===== config.mk =====
export PLATFORM = sky130hd
export DESIGN_NAME = bk_adder_pipe
export DESIGN_NICKNAME = d
export VERILOG_FILES = /design/src/rtl/bk_adder_pipe.sv
export SDC_FILE = /design/constraint.sdc
export NUM_CORES = 1
export LEC_CHECK = 0
export ABC_AREA = 1
export CORE_ASPECT_RATIO = 0.7
export CORE_MARGIN = 4
export CORE_UTILIZATION = 53
export DETAILED_ROUTE_END_ITERATION = 7
export MAX_ROUTING_LAYER = met4
export PLACE_DENSITY = 0.8
export SLEW_MARGIN = 0
export SYNTH_ARGS = -nofsm -noshare
export SYNTH_HDL_FRONTEND = slang
export SYNTH_SLANG_ARGS = --single-unit

===== constraint.sdc =====
create_clock -name clk -period 1.9 [get_ports clk]
set_clock_uncertainty 0.1 [all_clocks]
set_input_delay 0.57 -clock clk [delete_from_list [all_inputs] [get_ports clk]]
set_output_delay 0.57 -clock clk [all_outputs]
set_load 0.02 [all_outputs]

===== src/rtl/bk_adder_pipe.sv =====
// Pipelined Brent-Kung parallel-prefix adder/subtractor with valid/ready flow control.
// Define BK_ADDER_OVF_EN to add the out_ovf signed-overflow output.
module bk_adder_pipe #(
  parameter int WIDTH  = 32,
  parameter int STAGES = 2
) (
  input  logic             clk,
  input  logic             rst_n,
  input  logic             in_valid,
  output logic             in_ready,
  input  logic [WIDTH-1:0] in_a,
  input  logic [WIDTH-1:0] in_b,
  input  logic             in_cin,
  input  logic             in_sub,
  output logic             out_valid,
  input  logic             out_ready,
  output logic [WIDTH-1:0] out_sum,
  output logic             out_cout,
  output logic             out_g,
  output logic             out_p
`ifdef BK_ADDER_OVF_EN
  ,
  output logic             out_ovf
`endif
);

  localparam int LOG2W  = $clog2(WIDTH);
  localparam int LEVELS = 2 * LOG2W - 1;

  // Rank j (0..STAGES-2) sits after prefix level ceil((j+1)*LEVELS/STAGES).
  function automatic int rank_of_level(int lvl);
    int r = -1;
    for (int j = 0; j < STAGES - 1; j++)
      if (((j + 1) * LEVELS + STAGES - 1) / STAGES == lvl) r = j;
    return r;
  endfunction

  // ---------------- flow control ----------------
  logic [STAGES-1:0] r_vld;
  logic [STAGES-1:0] w_load;
  logic [STAGES-1:0] w_vin;
  logic [STAGES-1:0] w_ld_data;

  // NOTE: every always_comb output gets a default before any conditional update, so no latch is inferred.
  always_comb begin
    w_load = '0;
    for (int j = 0; j < STAGES; j++) begin
      w_load[j] = out_ready;
      for (int k = j; k < STAGES; k++)
        if (!r_vld[k]) w_load[j] = 1'b1;
    end
  end

  assign w_vin     = (r_vld << 1) | STAGES'(in_valid);
  assign w_ld_data = w_load & w_vin;
  assign in_ready  = w_load[0] & rst_n;
  assign out_valid = r_vld[STAGES-1];

  // NOTE: sequential state uses non-blocking assignments so all ranks advance off the same pre-edge values.
  always_ff @(posedge clk or negedge rst_n) begin
    if (!rst_n) begin
      r_vld <= '0;
    end else begin
      for (int j = 0; j < STAGES; j++)
        if (w_load[j]) r_vld[j] <= w_vin[j];
    end
  end

  // ---------------- prefix datapath ----------------
  logic [WIDTH-1:0] w_g_out  [0:LEVELS];
  logic [WIDTH-1:0] w_p_out  [0:LEVELS];
  logic [WIDTH-1:0] w_pb_out [0:LEVELS];
  logic             w_c0_out [0:LEVELS];
  logic [WIDTH-1:0] w_g_in   [1:LEVELS+1];
  logic [WIDTH-1:0] w_p_in   [1:LEVELS+1];
  logic [WIDTH-1:0] w_pb_in  [1:LEVELS+1];
  logic             w_c0_in  [1:LEVELS+1];
  logic [WIDTH-1:0] w_b;

  assign w_b         = in_sub ? ~in_b : in_b;
  assign w_g_out[0]  = in_a & w_b;
  assign w_p_out[0]  = in_a ^ w_b;
  assign w_pb_out[0] = in_a ^ w_b;
  assign w_c0_out[0] = in_sub | in_cin;

  // Levels 1..LOG2W are the up-sweep, the rest the down-sweep filling the gaps.
  for (genvar l = 1; l <= LEVELS; l++) begin : g_lvl
    assign w_pb_out[l] = w_pb_in[l];
    assign w_c0_out[l] = w_c0_in[l];
    for (genvar i = 0; i < WIDTH; i++) begin : g_bit
      localparam bit UP     = (l <= LOG2W);
      localparam int SPAN   = UP ? (1 << (l - 1)) : (1 << (2 * LOG2W - l - 1));
      localparam bit ACTIVE = UP ? ((i + 1) % (2 * SPAN) == 0)
                                 : (((i + 1) % (2 * SPAN) == SPAN) && (i >= 2 * SPAN));
      if (ACTIVE) begin : g_op
        assign w_g_out[l][i] = w_g_in[l][i] | (w_p_in[l][i] & w_g_in[l][i-SPAN]);
        assign w_p_out[l][i] = w_p_in[l][i] & w_p_in[l][i-SPAN];
      end else begin : g_pass
        assign w_g_out[l][i] = w_g_in[l][i];
        assign w_p_out[l][i] = w_p_in[l][i];
      end
    end
  end

  for (genvar l = 0; l <= LEVELS; l++) begin : g_bnd
    localparam int RK = rank_of_level(l);
    if (RK >= 0) begin : g_reg
      logic [WIDTH-1:0] r_g, r_p, r_pb;
      logic             r_c0;
      // NOTE: datapath ranks are reset as well, so every output reads a defined 0 straight out of reset.
      always_ff @(posedge clk or negedge rst_n) begin
        if (!rst_n) begin
          r_g  <= '0;
          r_p  <= '0;
          r_pb <= '0;
          r_c0 <= 1'b0;
        end else if (w_ld_data[RK]) begin
          r_g  <= w_g_out[l];
          r_p  <= w_p_out[l];
          r_pb <= w_pb_out[l];
          r_c0 <= w_c0_out[l];
        end
      end
      assign w_g_in[l+1]  = r_g;
      assign w_p_in[l+1]  = r_p;
      assign w_pb_in[l+1] = r_pb;
      assign w_c0_in[l+1] = r_c0;
    end else begin : g_wire
      assign w_g_in[l+1]  = w_g_out[l];
      assign w_p_in[l+1]  = w_p_out[l];
      assign w_pb_in[l+1] = w_pb_out[l];
      assign w_c0_in[l+1] = w_c0_out[l];
    end
  end

  // ---------------- carry fold-in and output rank ----------------
  logic [WIDTH-1:0] w_g_fin, w_p_fin, w_pb_fin, w_sum;
  logic             w_c0_fin;
  logic [WIDTH:0]   w_c;

  assign w_g_fin  = w_g_in[LEVELS+1];
  assign w_p_fin  = w_p_in[LEVELS+1];
  assign w_pb_fin = w_pb_in[LEVELS+1];
  assign w_c0_fin = w_c0_in[LEVELS+1];
  // c0 acts as the generate of bit -1: c(i+1) = G[i:0] | P[i:0]&c0.
  assign w_c      = {w_g_fin | (w_p_fin & {WIDTH{w_c0_fin}}), w_c0_fin};
  assign w_sum    = w_pb_fin ^ w_c[WIDTH-1:0];

  always_ff @(posedge clk or negedge rst_n) begin
    if (!rst_n) begin
      out_sum  <= '0;
      out_cout <= 1'b0;
      out_g    <= 1'b0;
      out_p    <= 1'b0;
`ifdef BK_ADDER_OVF_EN
      out_ovf  <= 1'b0;
`endif
    end else if (w_ld_data[STAGES-1]) begin
      out_sum  <= w_sum;
      out_cout <= w_c[WIDTH];
      out_g    <= w_g_fin[WIDTH-1];
      out_p    <= w_p_fin[WIDTH-1];
`ifdef BK_ADDER_OVF_EN
      out_ovf  <= w_c[WIDTH] ^ w_c[WIDTH-1];
`endif
    end
  end

endmodule


==> run_results.csv <==
group,metric,value,unit
run_status,status,"finished, violations left",
run_status,violations,"setup timing",
synth,syn-num-nets,809,
synth,ys_ff_latch,118,
clocking,ctsHoldBuffers,0,
global_routing,grt.total_usage,25.5,%
layout,post-route-util,76.4,%
timing,timing.fmax,0.513,GHz
placed_design,dp_hpwl,10.5,mm
power_and_ir_drop,peakVddDrop,0.753,mV
global_routing,grt_pass1_vias,5430,
die,ios,107,
detailed_routing,drc_errors,0,
worst_setup_path,critical_path_arrival,2.14,ns
run,drv_cap,0,
synth,synthMuxAreaShare,0,%
timing,hold_viol,0,
synth,yosysWarningCount,0,
synth,synth_top_family_by_area,"simple AND/OR/NAND/NOR gates",
clocking,clkTransAtPathRegs,0.05,ns
clocking,cts.sinks,118,
layout,drive_gt1_share,17.4,%
placed_design,placed_area,0.00756,mm^2
global_routing,grt_max_degree,74,
clocking,cts_tree,"built",
clocking,cts_root_buf,"clkbuf_16",
synth,synth_xor_xnor_area_share,7.02,%
timing,final.min_clock_period,1.95,ns
synth,synth_fa_ha_area_share,6.90,%
detailed_routing,ant_nets,0,
worst_setup_path,crit_fanout,8,
power_and_ir_drop,total_power,9.36,mW
layout,fin_cells,1040,
timing,rsz0062_at_grt,"true",
die,start_util,54.4,%
die,fp.coreArea,0.0110,mm^2
timing,finalSetupTns,-0.100,ns
synth,synth.distinct_cells,29,
clocking,htree_levels,4,
hold_path,min_path_type,"input port to async pin",
clocking,cts_buffer_depth,2,
worst_setup_path,start_kind,"input port",
power_and_ir_drop,p_leak,4.24,nW
layout,fillCellCount,741,
layout,antenna_cells,0,
die,die_w,135,um
detailed_routing,vias_per_cell,5.17,
detailed_routing,vias,5380,
die,num_rows,32,
worst_setup_path,worstPathRequired,2.09,ns
synth,synthSimpleGateAreaFrac,20.4,%
layout,final_common_cell,"nand2_1",
placed_design,gp_congestion,0.849,
timing,fin_crit_sh,103,%
timing,whs,0.269,ns
synth,yosysTopAreaCellShare,49.3,%
global_routing,antenna_found_initial,0,
clocking,numCtsBuffers,17,
synth,yosys.area.top_type,"dfrtp_1",
timing,final_max_slew_viol_count,0,
layout,nets,980,
timing,setup_viol,5,
die,die_h,96.9,um
die,dieArea,0.0131,mm^2
synth,synthArstFlopShare,100,%
synth,ys_seq_area_share,49.3,%
worst_setup_path,crit_type,"input port to flip-flop",
detailed_routing,first_pass_iters,5,
power_and_ir_drop,power_density,1110,mW/mm^2
detailed_routing,wirelength,15.8,mm
layout,multiInputGateArea,0.00290,mm^2
synth,syn_area,0.00599,mm^2
layout,syn_to_final_growth,40.5,%
layout,seqCellArea,0.00295,mm^2
synth,synth_edf_count,0,
timing,setup_slack,-0.0480,ns
global_routing,grt_overflow_total,0,
synth,ys.flop_type,"dfrtp_1",
timing,worst_pin_slew,0.921,ns
synth,synthTopCellsByArea,"dfrtp_1 49%, nand2_1 15%, ha_1 6.9%",
worst_setup_path,end_kind,"flip-flop",
placed_design,port_buffers,106,
timing,slew-limit-headroom,38.6,%
detailed_routing,wl_per_cell,15.2,um
clocking,clk_latency,0.40,ns
synth,synth_compound_gate_area_share,11.0,%
global_routing,grt_first_pass_wirelength,25.8,mm
layout,fin_area,0.00841,mm^2
synth,syn_inst,706,
placed_design,pre_cts_ws,-0.634,ns
layout,layout_common_cells,"235 x nand2_1, 118 x dfrtp_1, 76 x o21ai_0",
detailed_routing,drtIter0Drc,353,
placed_design,dpl.cell_count,985,
synth,avgSynthCellArea,8.48,um^2
registers in the layout, indices dropped and copies added (netlist names):
name,count
g_bnd.g_reg.r_g,32
g_bnd.g_reg.r_p,32
out_sum,32
g_bnd.g_reg.r_pb,16
r_vld,2
g_bnd.g_reg.r_c0,1
out_cout,1
out_g,1
out_p,1
synth_stat cells, types with 3 or more instances:
cell type,count
nand2_1,243
dfrtp_1,118
o21ai_0,79
inv_1,50
xor2_1,42
ha_1,33
nor2_1,25
a21oi_1,23
nand3_1,23
buf_2,18
clkbuf_1,10
nand4_1,6
o21bai_1,6
xnor2_1,6
nor3_1,5
o21ai_2,3
path summary, 6_finish.rpt:
kind	startpoint	endpoint	slack, ns	cells past startpoint
setup reg to reg	g_bnd[5].g_reg.r_c0	out_sum[29]	0.21	9
hold reg to reg	out_sum[31]	out_sum[31]	0.37	2
max in group asynchronous	rst_n	g_bnd[5].g_reg.r_g[28]	0.70	3
hold / removal	rst_n	out_sum[18]	0.27	3
min in group clk	out_sum[31]	out_sum[31]	0.37	2
setup / recovery	in_sub	g_bnd[5].g_reg.r_g[31]	-0.05	11
worst max-delay path, cell delays in order:
cell and delay, ns:
buf_12 0.12, buf_12 0.14, buf_8 0.13, xor2_1 0.14
ha_1 0.35, a21oi_1 0.20, nand2_1 0.10, nor2_2 0.15
nand2_2 0.08, nand3_1 0.09, nand2_1 0.05
cell type report:
| type | count | share of cell area (%) |
|---|---|---|
| sequential | 118 | 35.1 |
| multi-input combinational | 509 | 34.5 |
| timing repair buffer | 180 | 19.7 |
| clock buffer | 24 | 5.85 |
| inverter | 51 | 2.28 |
| tap | 153 | 2.28 |
| clock inverter | 5 | 0.298 |
layer usage:
metal  GRT usage (%)  part of all wire [%]  vias to the layer above
met5               -                     0                        -
met2            39.4                    48                      186
met1            32.1                    43                     2531
met4            11.2                   2.8                        0
met3            6.19                   6.4                       33
li1                -                     -                     2630
where the power goes:
group          switching, mW  total, mW  internal, mW
Clock                   1.03       2.80          1.77
Sequential             0.370       3.52          3.14
Combinational           1.76       3.04          1.28
cells by family after synthesis:
logic type	Yosys count
XOR/XNOR	48
AO/OA/AOI/OAI	121
buffers and inverters	79
flip-flops	118
adder cells (fa/ha/maj)	33
AND/OR/NAND/NOR	307
timing repair:
| action | 4_1_cts | 5_1_grt |
|---|---|---|
| setup buffers | 22 | 3 |
| endpoints found under the setup margin | 42 | 14 |
| gates cloned | 1 | 0 |
| gates resized for setup | 97 | 12 |
| pin swaps | 56 | 17 |
Note: power is estimated with default switching activity, not from simulation.
